`src/rtl/ddr3_cpu_cmd_gen_if.sv`:
```
`timescale 1ns/1ps
// ddr3_cpu_cmd_gen_if: request handshake and DDR3 command bus between the
// CPU request logic (master) and the command generator (slave).
interface ddr3_cpu_cmd_gen_if;
    logic        req_valid;
    logic        req_ready;
    logic        req_we;
    logic [2:0]  req_bank;
    logic [14:0] req_row;
    logic [9:0]  req_col;
    logic        done;
    logic        CS_N;
    logic        RAS_N;
    logic        CAS_N;
    logic        WE_N;
    logic [14:0] ADDR;
    logic [2:0]  BA;

    modport master (
        output req_valid, req_we, req_bank, req_row, req_col,
        input  req_ready, done, CS_N, RAS_N, CAS_N, WE_N, ADDR, BA
    );

    modport slave (
        input  req_valid, req_we, req_bank, req_row, req_col,
        output req_ready, done, CS_N, RAS_N, CAS_N, WE_N, ADDR, BA
    );
endinterface

```
`src/rtl/ddr3_cpu_cmd_gen.sv`:
```
`timescale 1ns/1ps
// ddr3_cpu_cmd_gen: turns single CPU read/write requests into timed one-cycle
// DDR3 commands (init NOP wait + MRS, ACT, RD/WR, PRE, periodic REF).
// Optional feature macro: DDR3_OPEN_PAGE_EN selects the open-row policy;
// when undefined every access is closed-page with auto-precharge.
module ddr3_cpu_cmd_gen #(
    parameter int T_INIT = 8,
    parameter int T_RCD  = 4,
    parameter int T_RP   = 4,
    parameter int T_RFC  = 8,
    parameter int T_REFI = 64
) (
    input logic               cpu_clk,
    input logic               RESET_N,
    ddr3_cpu_cmd_gen_if.slave bus
);

    localparam logic [3:0] CMD_MRS = 4'b0000;
    localparam logic [3:0] CMD_REF = 4'b0001;
    localparam logic [3:0] CMD_ACT = 4'b0011;
    localparam logic [3:0] CMD_WR  = 4'b0100;
    localparam logic [3:0] CMD_RD  = 4'b0101;
    localparam logic [3:0] CMD_NOP = 4'b0111;

    localparam int CW  = 16;
    localparam int RFW = $clog2(T_REFI + 1);

`ifdef DDR3_OPEN_PAGE_EN
    localparam logic [3:0] CMD_PRE = 4'b0010;
    localparam logic       A10     = 1'b0;
    localparam int         RW_TAIL = 1;
    localparam logic [CW-1:0] L_RP = CW'(T_RP);
`else
    localparam logic       A10     = 1'b1;
    localparam int         RW_TAIL = T_RP;
`endif

    localparam logic [CW-1:0]  L_INIT    = CW'(T_INIT - 1);
    localparam logic [CW-1:0]  L_RCD     = CW'(T_RCD);
    localparam logic [CW-1:0]  L_RFC     = CW'(T_RFC);
    localparam logic [CW-1:0]  L_TAIL    = CW'(RW_TAIL);
    localparam logic [CW-1:0]  L_TAIL_M1 = CW'(RW_TAIL - 1);
    localparam logic [RFW-1:0] L_REFI    = RFW'(T_REFI - 1);

    typedef enum logic [3:0] {
        INIT, MRS, IDLE, ACT, ACT_WAIT, RW, RW_WAIT, PRE, PRE_WAIT, REF, REF_WAIT
    } state_t;

    state_t         state;
    logic [CW-1:0]  cnt;
    logic [3:0]     cmd;
    logic [14:0]    addr;
    logic [2:0]     ba;
    logic           ready;
    logic           done_r;
    logic           lat_we;
    logic [2:0]     lat_bank;
    logic [9:0]     lat_col;
    logic           ref_en;
    logic [RFW-1:0] ref_cnt;
    logic           ref_pending;
    logic           ref_hit;
    logic           ref_due;
`ifdef DDR3_OPEN_PAGE_EN
    logic [14:0]    lat_row;
    logic           open_valid;
    logic [2:0]     open_bank;
    logic [14:0]    open_row;
    logic           pre_ref;
`endif

    assign ref_hit = ref_en && !ref_pending && (ref_cnt == L_REFI);
    assign ref_due = ref_pending || ref_hit;

    assign {bus.CS_N, bus.RAS_N, bus.CAS_N, bus.WE_N} = cmd;
    assign bus.ADDR      = addr;
    assign bus.BA        = ba;
    assign bus.req_ready = ready;
    assign bus.done      = done_r;

    // Refresh interval counter: runs from MRS onwards, raises a sticky request, restarts on REF.
    always_ff @(posedge cpu_clk or negedge RESET_N) begin
        if (!RESET_N) begin
            ref_en      <= 1'b0;
            ref_cnt     <= '0;
            ref_pending <= 1'b0;
        end else begin
            if (state == MRS) ref_en <= 1'b1;
            if (state == REF) begin
                ref_cnt     <= '0;
                ref_pending <= 1'b0;
            end else if (ref_en && !ref_pending) begin
                ref_cnt <= ref_cnt + 1'b1;
                if (ref_hit) ref_pending <= 1'b1;
            end
        end
    end

    // Command sequencer: each edge picks the next state and registers the command for it.
    always_ff @(posedge cpu_clk or negedge RESET_N) begin
        if (!RESET_N) begin
            state    <= INIT;
            cnt      <= '0;
            cmd      <= CMD_NOP;
            addr     <= '0;
            ba       <= '0;
            ready    <= 1'b0;
            done_r   <= 1'b0;
            lat_we   <= 1'b0;
            lat_bank <= '0;
            lat_col  <= '0;
`ifdef DDR3_OPEN_PAGE_EN
            lat_row    <= '0;
            open_valid <= 1'b0;
            open_bank  <= '0;
            open_row   <= '0;
            pre_ref    <= 1'b0;
`endif
        end else begin
            cmd    <= CMD_NOP;
            addr   <= '0;
            ba     <= '0;
            ready  <= 1'b0;
            done_r <= 1'b0;
            case (state)
                INIT: begin
                    if (cnt == L_INIT) begin
                        state <= MRS;
                        cmd   <= CMD_MRS;
                    end else begin
                        cnt <= cnt + 1'b1;
                    end
                end
                MRS: begin
                    state <= IDLE;
                    ready <= !ref_due;
                end
                IDLE: begin
                    if (ref_pending) begin
`ifdef DDR3_OPEN_PAGE_EN
                        if (open_valid) begin
                            state      <= PRE;
                            cnt        <= CW'(1);
                            cmd        <= CMD_PRE;
                            ba         <= open_bank;
                            pre_ref    <= 1'b1;
                            open_valid <= 1'b0;
                        end else begin
                            state <= REF;
                            cnt   <= CW'(1);
                            cmd   <= CMD_REF;
                        end
`else
                        state <= REF;
                        cnt   <= CW'(1);
                        cmd   <= CMD_REF;
`endif
                    end else if (bus.req_valid && ready) begin
                        lat_we   <= bus.req_we;
                        lat_bank <= bus.req_bank;
                        lat_col  <= bus.req_col;
`ifdef DDR3_OPEN_PAGE_EN
                        lat_row  <= bus.req_row;
                        if (open_valid && bus.req_bank == open_bank && bus.req_row == open_row) begin
                            state <= RW;
                            cmd   <= bus.req_we ? CMD_WR : CMD_RD;
                            addr  <= {4'b0000, A10, bus.req_col};
                            ba    <= bus.req_bank;
                        end else if (open_valid) begin
                            state   <= PRE;
                            cnt     <= CW'(1);
                            cmd     <= CMD_PRE;
                            ba      <= open_bank;
                            pre_ref <= 1'b0;
                        end else begin
                            state      <= ACT;
                            cnt        <= CW'(1);
                            cmd        <= CMD_ACT;
                            addr       <= bus.req_row;
                            ba         <= bus.req_bank;
                            open_valid <= 1'b1;
                            open_bank  <= bus.req_bank;
                            open_row   <= bus.req_row;
                        end
`else
                        state <= ACT;
                        cnt   <= CW'(1);
                        cmd   <= CMD_ACT;
                        addr  <= bus.req_row;
                        ba    <= bus.req_bank;
`endif
                    end else begin
                        ready <= !ref_due;
                    end
                end
                ACT, ACT_WAIT: begin
                    if (cnt == L_RCD) begin
                        state <= RW;
                        cmd   <= lat_we ? CMD_WR : CMD_RD;
                        addr  <= {4'b0000, A10, lat_col};
                        ba    <= lat_bank;
                    end else begin
                        state <= ACT_WAIT;
                        cnt   <= cnt + 1'b1;
                    end
                end
                RW: begin
                    state  <= RW_WAIT;
                    cnt    <= CW'(1);
                    done_r <= (RW_TAIL == 1);
                end
                RW_WAIT: begin
                    if (cnt == L_TAIL) begin
                        state <= IDLE;
                        ready <= !ref_due;
                    end else begin
                        cnt    <= cnt + 1'b1;
                        done_r <= (cnt == L_TAIL_M1);
                    end
                end
`ifdef DDR3_OPEN_PAGE_EN
                PRE, PRE_WAIT: begin
                    if (cnt == L_RP) begin
                        cnt <= CW'(1);
                        if (pre_ref) begin
                            state <= REF;
                            cmd   <= CMD_REF;
                        end else begin
                            state      <= ACT;
                            cmd        <= CMD_ACT;
                            addr       <= lat_row;
                            ba         <= lat_bank;
                            open_valid <= 1'b1;
                            open_bank  <= lat_bank;
                            open_row   <= lat_row;
                        end
                    end else begin
                        state <= PRE_WAIT;
                        cnt   <= cnt + 1'b1;
                    end
                end
`endif
                REF, REF_WAIT: begin
                    if (cnt == L_RFC) begin
                        state <= IDLE;
                        ready <= !ref_due;
                    end else begin
                        state <= REF_WAIT;
                        cnt   <= cnt + 1'b1;
                    end
                end
                default: state <= INIT;
            endcase
        end
    end

endmodule
```
`src/flat_wrapper.sv`:
```
// flat-port wrapper written by rule: the top's interface ports become plain ports
module ddr3_cpu_cmd_gen_flat 
#(
    parameter int T_INIT = 8,
    parameter int T_RCD  = 4,
    parameter int T_RP   = 4,
    parameter int T_RFC  = 8,
    parameter int T_REFI = 64
)
  (cpu_clk, RESET_N, bus_req_valid, bus_req_we, bus_req_bank, bus_req_row, bus_req_col, bus_req_ready, bus_done, bus_CS_N, bus_RAS_N, bus_CAS_N, bus_WE_N, bus_ADDR, bus_BA);
  ddr3_cpu_cmd_gen_if bus_i ();
  input logic cpu_clk;
  input logic RESET_N;
  input wire logic [$bits(bus_i.req_valid)-1:0] bus_req_valid;
  input wire logic [$bits(bus_i.req_we)-1:0] bus_req_we;
  input wire logic [$bits(bus_i.req_bank)-1:0] bus_req_bank;
  input wire logic [$bits(bus_i.req_row)-1:0] bus_req_row;
  input wire logic [$bits(bus_i.req_col)-1:0] bus_req_col;
  output wire logic [$bits(bus_i.req_ready)-1:0] bus_req_ready;
  output wire logic [$bits(bus_i.done)-1:0] bus_done;
  output wire logic [$bits(bus_i.CS_N)-1:0] bus_CS_N;
  output wire logic [$bits(bus_i.RAS_N)-1:0] bus_RAS_N;
  output wire logic [$bits(bus_i.CAS_N)-1:0] bus_CAS_N;
  output wire logic [$bits(bus_i.WE_N)-1:0] bus_WE_N;
  output wire logic [$bits(bus_i.ADDR)-1:0] bus_ADDR;
  output wire logic [$bits(bus_i.BA)-1:0] bus_BA;
  assign bus_i.req_valid = bus_req_valid;
  assign bus_i.req_we = bus_req_we;
  assign bus_i.req_bank = bus_req_bank;
  assign bus_i.req_row = bus_req_row;
  assign bus_i.req_col = bus_req_col;
  assign bus_req_ready = bus_i.req_ready;
  assign bus_done = bus_i.done;
  assign bus_CS_N = bus_i.CS_N;
  assign bus_RAS_N = bus_i.RAS_N;
  assign bus_CAS_N = bus_i.CAS_N;
  assign bus_WE_N = bus_i.WE_N;
  assign bus_ADDR = bus_i.ADDR;
  assign bus_BA = bus_i.BA;
  ddr3_cpu_cmd_gen #(.T_INIT(T_INIT), .T_RCD(T_RCD), .T_RP(T_RP), .T_RFC(T_RFC), .T_REFI(T_REFI)) u_core (.cpu_clk(cpu_clk), .RESET_N(RESET_N), .bus(bus_i));
endmodule
```
`config.mk`:
```
export PLATFORM = sky130hd
export DESIGN_NAME = ddr3_cpu_cmd_gen_flat
export DESIGN_NICKNAME = d
export VERILOG_FILES = /design/src/rtl/ddr3_cpu_cmd_gen_if.sv /design/src/rtl/ddr3_cpu_cmd_gen.sv /design/src/flat_wrapper.sv
export SDC_FILE = /design/constraint.sdc
export NUM_CORES = 1
export LEC_CHECK = 0
export CORE_MARGIN = 1.5
export CORE_UTILIZATION = 29
export CTS_BUF_LIST = sky130_fd_sc_hd__clkbuf_16
export DETAILED_ROUTE_END_ITERATION = 10
export GPL_TIMING_DRIVEN = 1
export PLACE_DENSITY_LB_ADDON = 0.08
export SLEW_MARGIN = 20
export SYNTH_ARGS = -nofsm -noshare
export SYNTH_HDL_FRONTEND = slang
export SYNTH_SLANG_ARGS = --single-unit
```
`constraint.sdc`:
```
create_clock -name cpu_clk -period 2.3 [get_ports cpu_clk]
set_input_delay 0.69 -clock cpu_clk [delete_from_list [all_inputs] [get_ports cpu_clk]]
set_output_delay 0.69 -clock cpu_clk [all_outputs]
set_load 0.05 [all_outputs]
```
# == Yosys cells after proc, flatten, opt, wreduce, memory -nomap -nowiden ==
# Cells that the tools add are included.
# totals
ff_bits,67
latch_bits,0
ram_bits,0
romBits,0
input_bits,32
out_inout_bits,24
word_cells,91
n_memories,0
# op_classes
n_addsub,2
mul,0
div_mod_pow,0
n_lt_le_gt_ge,0
n_eq_ne,19
shifts,0
n_mux,39
bitwise,1
n_reduce_logical,17
# op_table
cell,n
16-bit two-way mux,5
16-bit one-hot mux with 5 select lines,1
16-bit by 3-bit equality test with 1-bit output (second input constant),2
15-bit two-way mux,2
15-bit one-hot mux with 2 select lines,1
4-bit two-way mux,7
4-bit one-hot mux with 7 select lines,1
16-bit by 1-bit adder with 16-bit output (second input constant),1
16-bit by 2-bit equality test with 1-bit output (second input constant),1
16-bit by 4-bit equality test with 1-bit output (second input constant),1
3-bit two-way mux,5
7-bit two-way mux,2
4-bit by 3-bit equality test with 1-bit output (second input constant),3
4-bit one-hot mux with 3 select lines,1
1-bit two-way mux,11
11-bit two-way mux,1
4-bit by 2-bit equality test with 1-bit output (second input constant),2
4-bit equality test (second input constant),2
7-bit by 1-bit adder with 7-bit output (second input constant),1
7-bit by 6-bit equality test with 1-bit output (second input constant),1
2-bit inequality test (second input constant),3
3-bit one-hot mux with 2 select lines,1
3-bit AND reduction,2
5-bit AND reduction,1
14 further kinds,20

# == Logic depth before layout (Yosys ltp) ==
# Gate-level depths: netlist of run 1.
# logic_depth
depth_word,8
ltp_mapped,9
mapped_depth_nobuf,7

# == Worst setup path before layout of run 1 ==
# Ideal clock, no wire load.
# synth_timing
kind,in2reg
startpoint,input bus_req_valid
endpoint,register u_core.cnt[6]
setup_ps,104
arrival_time_ps,2092
required_time_ps,2196
slack_ps,104
path_stages,7
n_path_buf,2
cell_sequence,nand2_1 nand4b_1 o31ai_4 or4_1 buf_6 buf_8 o41ai_4
# synth_between
elab_chain_cells,3
# synth_rtl
element,line,source
start: declaration,flat_wrapper.sv:14,input wire logic [$bits(bus_i.req_valid)-1:0] bus_req_valid;
1-bit logical AND,ddr3_cpu_cmd_gen.sv:158,end else if (bus.req_valid && ready) begin
3-bit by 1-bit inequality test with 1-bit output (no source line),n/a,
5-bit AND reduction (no source line),n/a,
end signal: assignment,ddr3_cpu_cmd_gen.sv:131,cnt <= cnt + 1'b1;
end signal: assignment,ddr3_cpu_cmd_gen.sv:204,cnt <= cnt + 1'b1;
end signal: assignment,ddr3_cpu_cmd_gen.sv:217,cnt <= cnt + 1'b1;
end: declaration,ddr3_cpu_cmd_gen.sv:50,logic [CW-1:0] cnt;
# No other way between the ends.
# A chain may end at the register's enable or synchronous reset.

# == Worst setup path in the final report of run 1 ==
# layout_timing
startpoint,register u_core.state[1]
endpoint,register u_core.cnt[9]
# layout_between
elab_chain_cells,4
elab_cells_between_ends,17
cone_classes,eq/ne (11); mux (1); reduce/logical (5)
# layout_rtl
element,line,source
start: declaration,ddr3_cpu_cmd_gen.sv:49,state_t state;
start signal: assignment,ddr3_cpu_cmd_gen.sv:102,state <= INIT;
start signal: assignment,ddr3_cpu_cmd_gen.sv:128,state <= MRS;
start signal: assignment,ddr3_cpu_cmd_gen.sv:135,state <= IDLE;
4-bit by 2-bit equality test with 1-bit output (tied with other cells),ddr3_cpu_cmd_gen.sv:125,case (state)
3-bit OR reduction (no source line) / 2-bit OR reduction (equally long branches),n/a,
5-bit nonzero test (no source line) / 2-bit inequality test (equally long branches),n/a,
5-bit AND reduction (no source line),n/a,
# Parallel ways exist; a longest one is shown, timed or not.

==> results.md, run 1 <==
- The flow ran to the end, and the final reports show no timing, DRC or antenna violations.
- The number of nets in the layout is 417.
- The highest cell delay on the worst timing path is 570 ps.
- The type of origin of the critical path is a flip-flop.
- The share of total power dissipated in the clock network is 0.491.
- The top cell types in the final layout, fill and taps aside, are 62 x dfrtp_1, 49 x clkdlybuf4s50_1, 49 x buf_4, 19 x nand2_1, 17 x nor2_1.
- The highest achievable clock rate is 0.450 GHz.
- The cell family contributing the most delay on the critical path is simple AND/OR/NAND/NOR gates.
- The most used flip-flop cell after synthesis is dfrtp_1.
- The setup skew after layout is 7.88 ps.
- After detailed placement, the total cell area comes to 4290 um2.
- Before antenna repair, the detailed router went through 4 iterations.
- For this design the ratio of total power to cell area is 526 nW/um2.
- The transition time at the pin with the least slew margin is 538 ps.
- The final HPWL from detailed placement is 5.11 mm.
- The overall power after layout is 2.44 mW.
- Yosys mapped a number of flops with a built-in enable equal to 0.
- After global routing the overflow that remains totals 0.
- The synthesized area is 3290 um2.
- The count of antenna-violating nets left after detailed routing is 0.
- The library cell used most frequently in the layout, excluding fill and tap cells, is dfrtp_1.
- The number of antenna diodes in the final layout is 0.
- The clock network latency to the later pin of the worst-skew pair is 330 ps.
- The synthesized net count is 318.
- CTS placed an instance of clkbuf_16 at the clock tree root.
- The final setup violation count is 0.
- The synthesized design contains 66 register bits.
- For this configuration, the core starts out at a cell density of 0.301.
- The slowest stage of the critical path is the or4_4 cell.
- The biggest fanout along the worst timing path is 10.
- The clock passes through at most 2 buffers.
- The worst setup path category is reg -> reg.
- The area growth from synthesis to layout is 40.9%.
- The share of total power dissipated in combinational logic is 0.034.
- The post-route cell area is 4640 um2.
- Together, buffers and inverters on the worst path number 4.
- 56 I/O pins were placed.
- The count of different cell masters after synthesis is 60.
- Clock-pin slew was measured on the worst setup and hold paths at 50 ps.
- Clock tree synthesis found a total of 66 sinks.
- The synthesized area per cell is 11.6 um2.
- The worst hold path belongs to the class in -> async.
- The final-report max-slew violation count came to 0.
- Setup slack on the worst reg-to-reg path comes out at 80 ps.
- Counting flops with an async set or reset pin after synthesis yields a share of 1.00.
- The final routed DRC violation total is 0.
- The per-cell via count in the routed design is 4.79.
- Port buffering added 54 buffers.
- In the final layout, the share of cells above drive strength 1 is 0.289.
- For the worst setup path, the data arrival time is 2470 ps.
- The clock tree synthesis step divided the H-tree into 3 levels.
- The floorplan die height is 110 um.
- STA classifies the critical path endpoint as a flip-flop.
- Of the total power, the share spent switching nets is 0.215.
- The hold violation count in the final report is 0.
- The number of antenna violations at the first check in global routing was 0.
- The switching power of the nets is 0.525 mW.
- The first global-routing pass estimated 12.6 mm of wire.
- The area of the core is 10900 um2.
- The detailed-route wire length is 7.72 mm.
- The sequential cell area fraction in the yosys report is 0.502.
- Data on the critical path is required at its endpoint by 2550 ps.
- Max-cap violations in this run came to 0.
- The capture instance of the worst register-to-register path is u_core.cnt[9]$_DFFE_PN0P_.
- The DRC marker count from the first detailed-route iteration is 147.
- Counting cells, the worst reg-to-reg path comes to 8.
- The routed wire length per instance is 14.7 um.
- The floorplan die area is 12000 um2.
- On the final layout, the worst hold slack is 370 ps.
- Across all layers, the routed design uses 2524 vias.
- The total negative setup slack is 0 ps.
- The most prevalent standard cell on the critical path is buf_4.
- The x dimension of the die is 110 um.
- The critical path goes through buf_4, or3b_2, a21oi_2, buf_4, or4_4, buf_12, buf_4, o31ai_4.
- Setup repair after global routing could not meet its margin everywhere.
- The cell internal power dissipation is 1.92 mW.
- The pin count of the biggest net entering global routing is 67.
- The number of core rows is 38.
- The number of global-route vias before repair is 2487.
- For this design the static power due to leakage is 2.07 nW.
- In this run the tightest slew margin relative to its limit is 0.640.
- The worst path in the final design needs a cycle of 2220 ps, including I/O delays and setup.
- The highest ir drop seen on vdd is 362 uV.
- For this design, the CTS-stage hold fixing added 0 buffers.
- The final cycle utilization of the critical path is 0.967.
- The fraction of power consumed by sequential logic is 0.476.
- The CTS tree is done.
- The count of synthesis-stage warnings from yosys is 0.
- The congestion estimate from routability-driven global placement came to 0.731.
- In the global route stage, overall resource usage came out at 0.140.
- The launching point of the worst reg2reg path is u_core.state[1]$_DFFE_PN0P_.
- TritonCTS created 9 clock buffers.
- In the synthesized netlist, the number of instances is 283.
## power by group through the flow
stage                     Sequential [mW]  Clock, mW  Combinational (mW)
after floorplan                      1.18          0             0.00543
after global placement               1.18          0              0.0851
after detailed placement             1.18          0              0.0851
after CTS                            1.16       1.24              0.0857
after global routing                 1.16       1.30              0.0908
final                                1.16       1.20              0.0819
## metrics by stage
step | instances | setup slack (ps) | util
global placement | 505 | -364 | 0.393
global route | 527 | -21.3 | 0.424
floorplan | 283 | 104 | -
CTS | 521 | 8.80 | 0.416
detailed placement | 505 | -380 | 0.393
finish | 527 | 76.8 | 0.424
## registers in the layout, summed over array words and instances (netlist names)
register,count
u_core.lat_we,1
u_core.cmd,3
u_core.ref_en,1
u_core.bus.done,1
u_core.ref_pending,1
u_core.state,4
u_core.bus.BA,3
u_core.lat_bank,3
u_core.cnt,16
u_core.bus.req_ready,1
u_core.bus.ADDR,15
u_core.ref_cnt,7
u_core.lat_col,10
## per-layer routing
metal  share of wire  GRT usage  vias to the layer above
met4           0.013     0.0417                        0
li1                -          -                     1252
met2            0.48      0.211                       33
met5               0          0                        -
met1            0.48      0.185                     1230
met3           0.035     0.0533                        9
## final cells by class
type,count,area (um2)
Timing Repair Buffer,107,1010
Clock buffer,9,225
Multi-Input combinational cell,192,1520
Inverter,6,22.5
Fill cell,1081,6290
Clock inverter,7,30.0
Sequential cell,66,1660
Tap cell,140,175
## synthesized netlist by cell type, types with 2 or more instances
cell	count	area [um2]
and3b_1	2	17.5
o31ai_1	12	90.1
mux2i_1	2	20.0
or3_1	3	18.8
nand2b_1	3	18.8
nand4_1	3	18.8
o31ai_2	3	37.5
nor4_1	5	31.3
o41ai_1	2	17.5
xor2_1	3	26.3
dfstp_2	3	78.8
dfrtp_1	63	1580
nand3_1	9	45.0
mux2_2	15	169
o21a_1	2	15.0
ha_1	3	37.5
a21oi_2	2	17.5
nand3b_1	5	37.5
inv_1	6	22.5
nand2_1	19	71.3
or2b_1	2	15.0
and2_1	6	37.5
nor3_1	5	25.0
nor2b_1	5	31.3
a2111oi_4	2	55.1
a31oi_1	6	37.5
buf_4	2	15.0
a21o_1	3	22.5
clkbuf_1	7	26.3
o41ai_2	4	65.1
buf_6	2	22.5
a41oi_1	2	17.5
a21oi_1	6	30.0
buf_2	5	25.0
o21ai_0	4	20.0
nor2_1	17	63.8
o31ai_4	5	106
a22o_1	13	114
## how the worst max path moves through the flow
stage                                           start                    endpoint  slack [ps]  cells past startpoint
after floorplan                         bus_req_valid   u_core.cnt[6]$_DFFE_PN0P_         100                      7
after global placement                  bus_req_valid  u_core.cnt[15]$_DFFE_PN0P_        -360                      7
after detailed placement                bus_req_valid  u_core.cnt[15]$_DFFE_PN0P_        -380                      7
after CTS                               bus_req_valid  u_core.cnt[15]$_DFFE_PN0P_           9                      7
after global routing        u_core.cnt[0]$_DFFE_PN0P_   u_core.cnt[5]$_DFFE_PN0P_         -20                      8
final                     u_core.state[1]$_DFFE_PN0P_   u_core.cnt[9]$_DFFE_PN0P_          80                      8
## repair_timing
action                                  4_1_cts  5_1_grt
gates cloned                                  0        1
pin swaps                                     1        4
setup buffers                                 0        5
gates resized for setup                       1        4
endpoints found under the setup margin        3       13
## kinds of logic (layout without fill, tap and decap cells)
kind of cell | after synthesis | in the layout | synth area share
AO/OA/AOI/OAI | 74 | 74 | 0.220
other | 1 | 1 | 0.00114
XOR/XNOR | 4 | 4 | 0.0106
buffers and inverters | 25 | 129 | 0.0410
adder cells (fa/ha/maj) | 3 | 3 | 0.0114
flip-flops | 66 | 66 | 0.502
AND/OR/NAND/NOR | 93 | 93 | 0.156
multiplexers | 17 | 17 | 0.0573
Power figures use the tool's default switching activity.
==> inputs of run 2 (changes only) <==
--- a/config.mk
+++ b/config.mk
@@ -11,7 +11,6 @@
 export DETAILED_ROUTE_END_ITERATION = 10
 export GPL_TIMING_DRIVEN = 1
 export PLACE_DENSITY_LB_ADDON = 0.08
-export SLEW_MARGIN = 20
 export SYNTH_ARGS = -nofsm -noshare
 export SYNTH_HDL_FRONTEND = slang
 export SYNTH_SLANG_ARGS = --single-unit
==> results of run 2 <==
No change in the layout: final DEF, timing and power equal those of run 1.
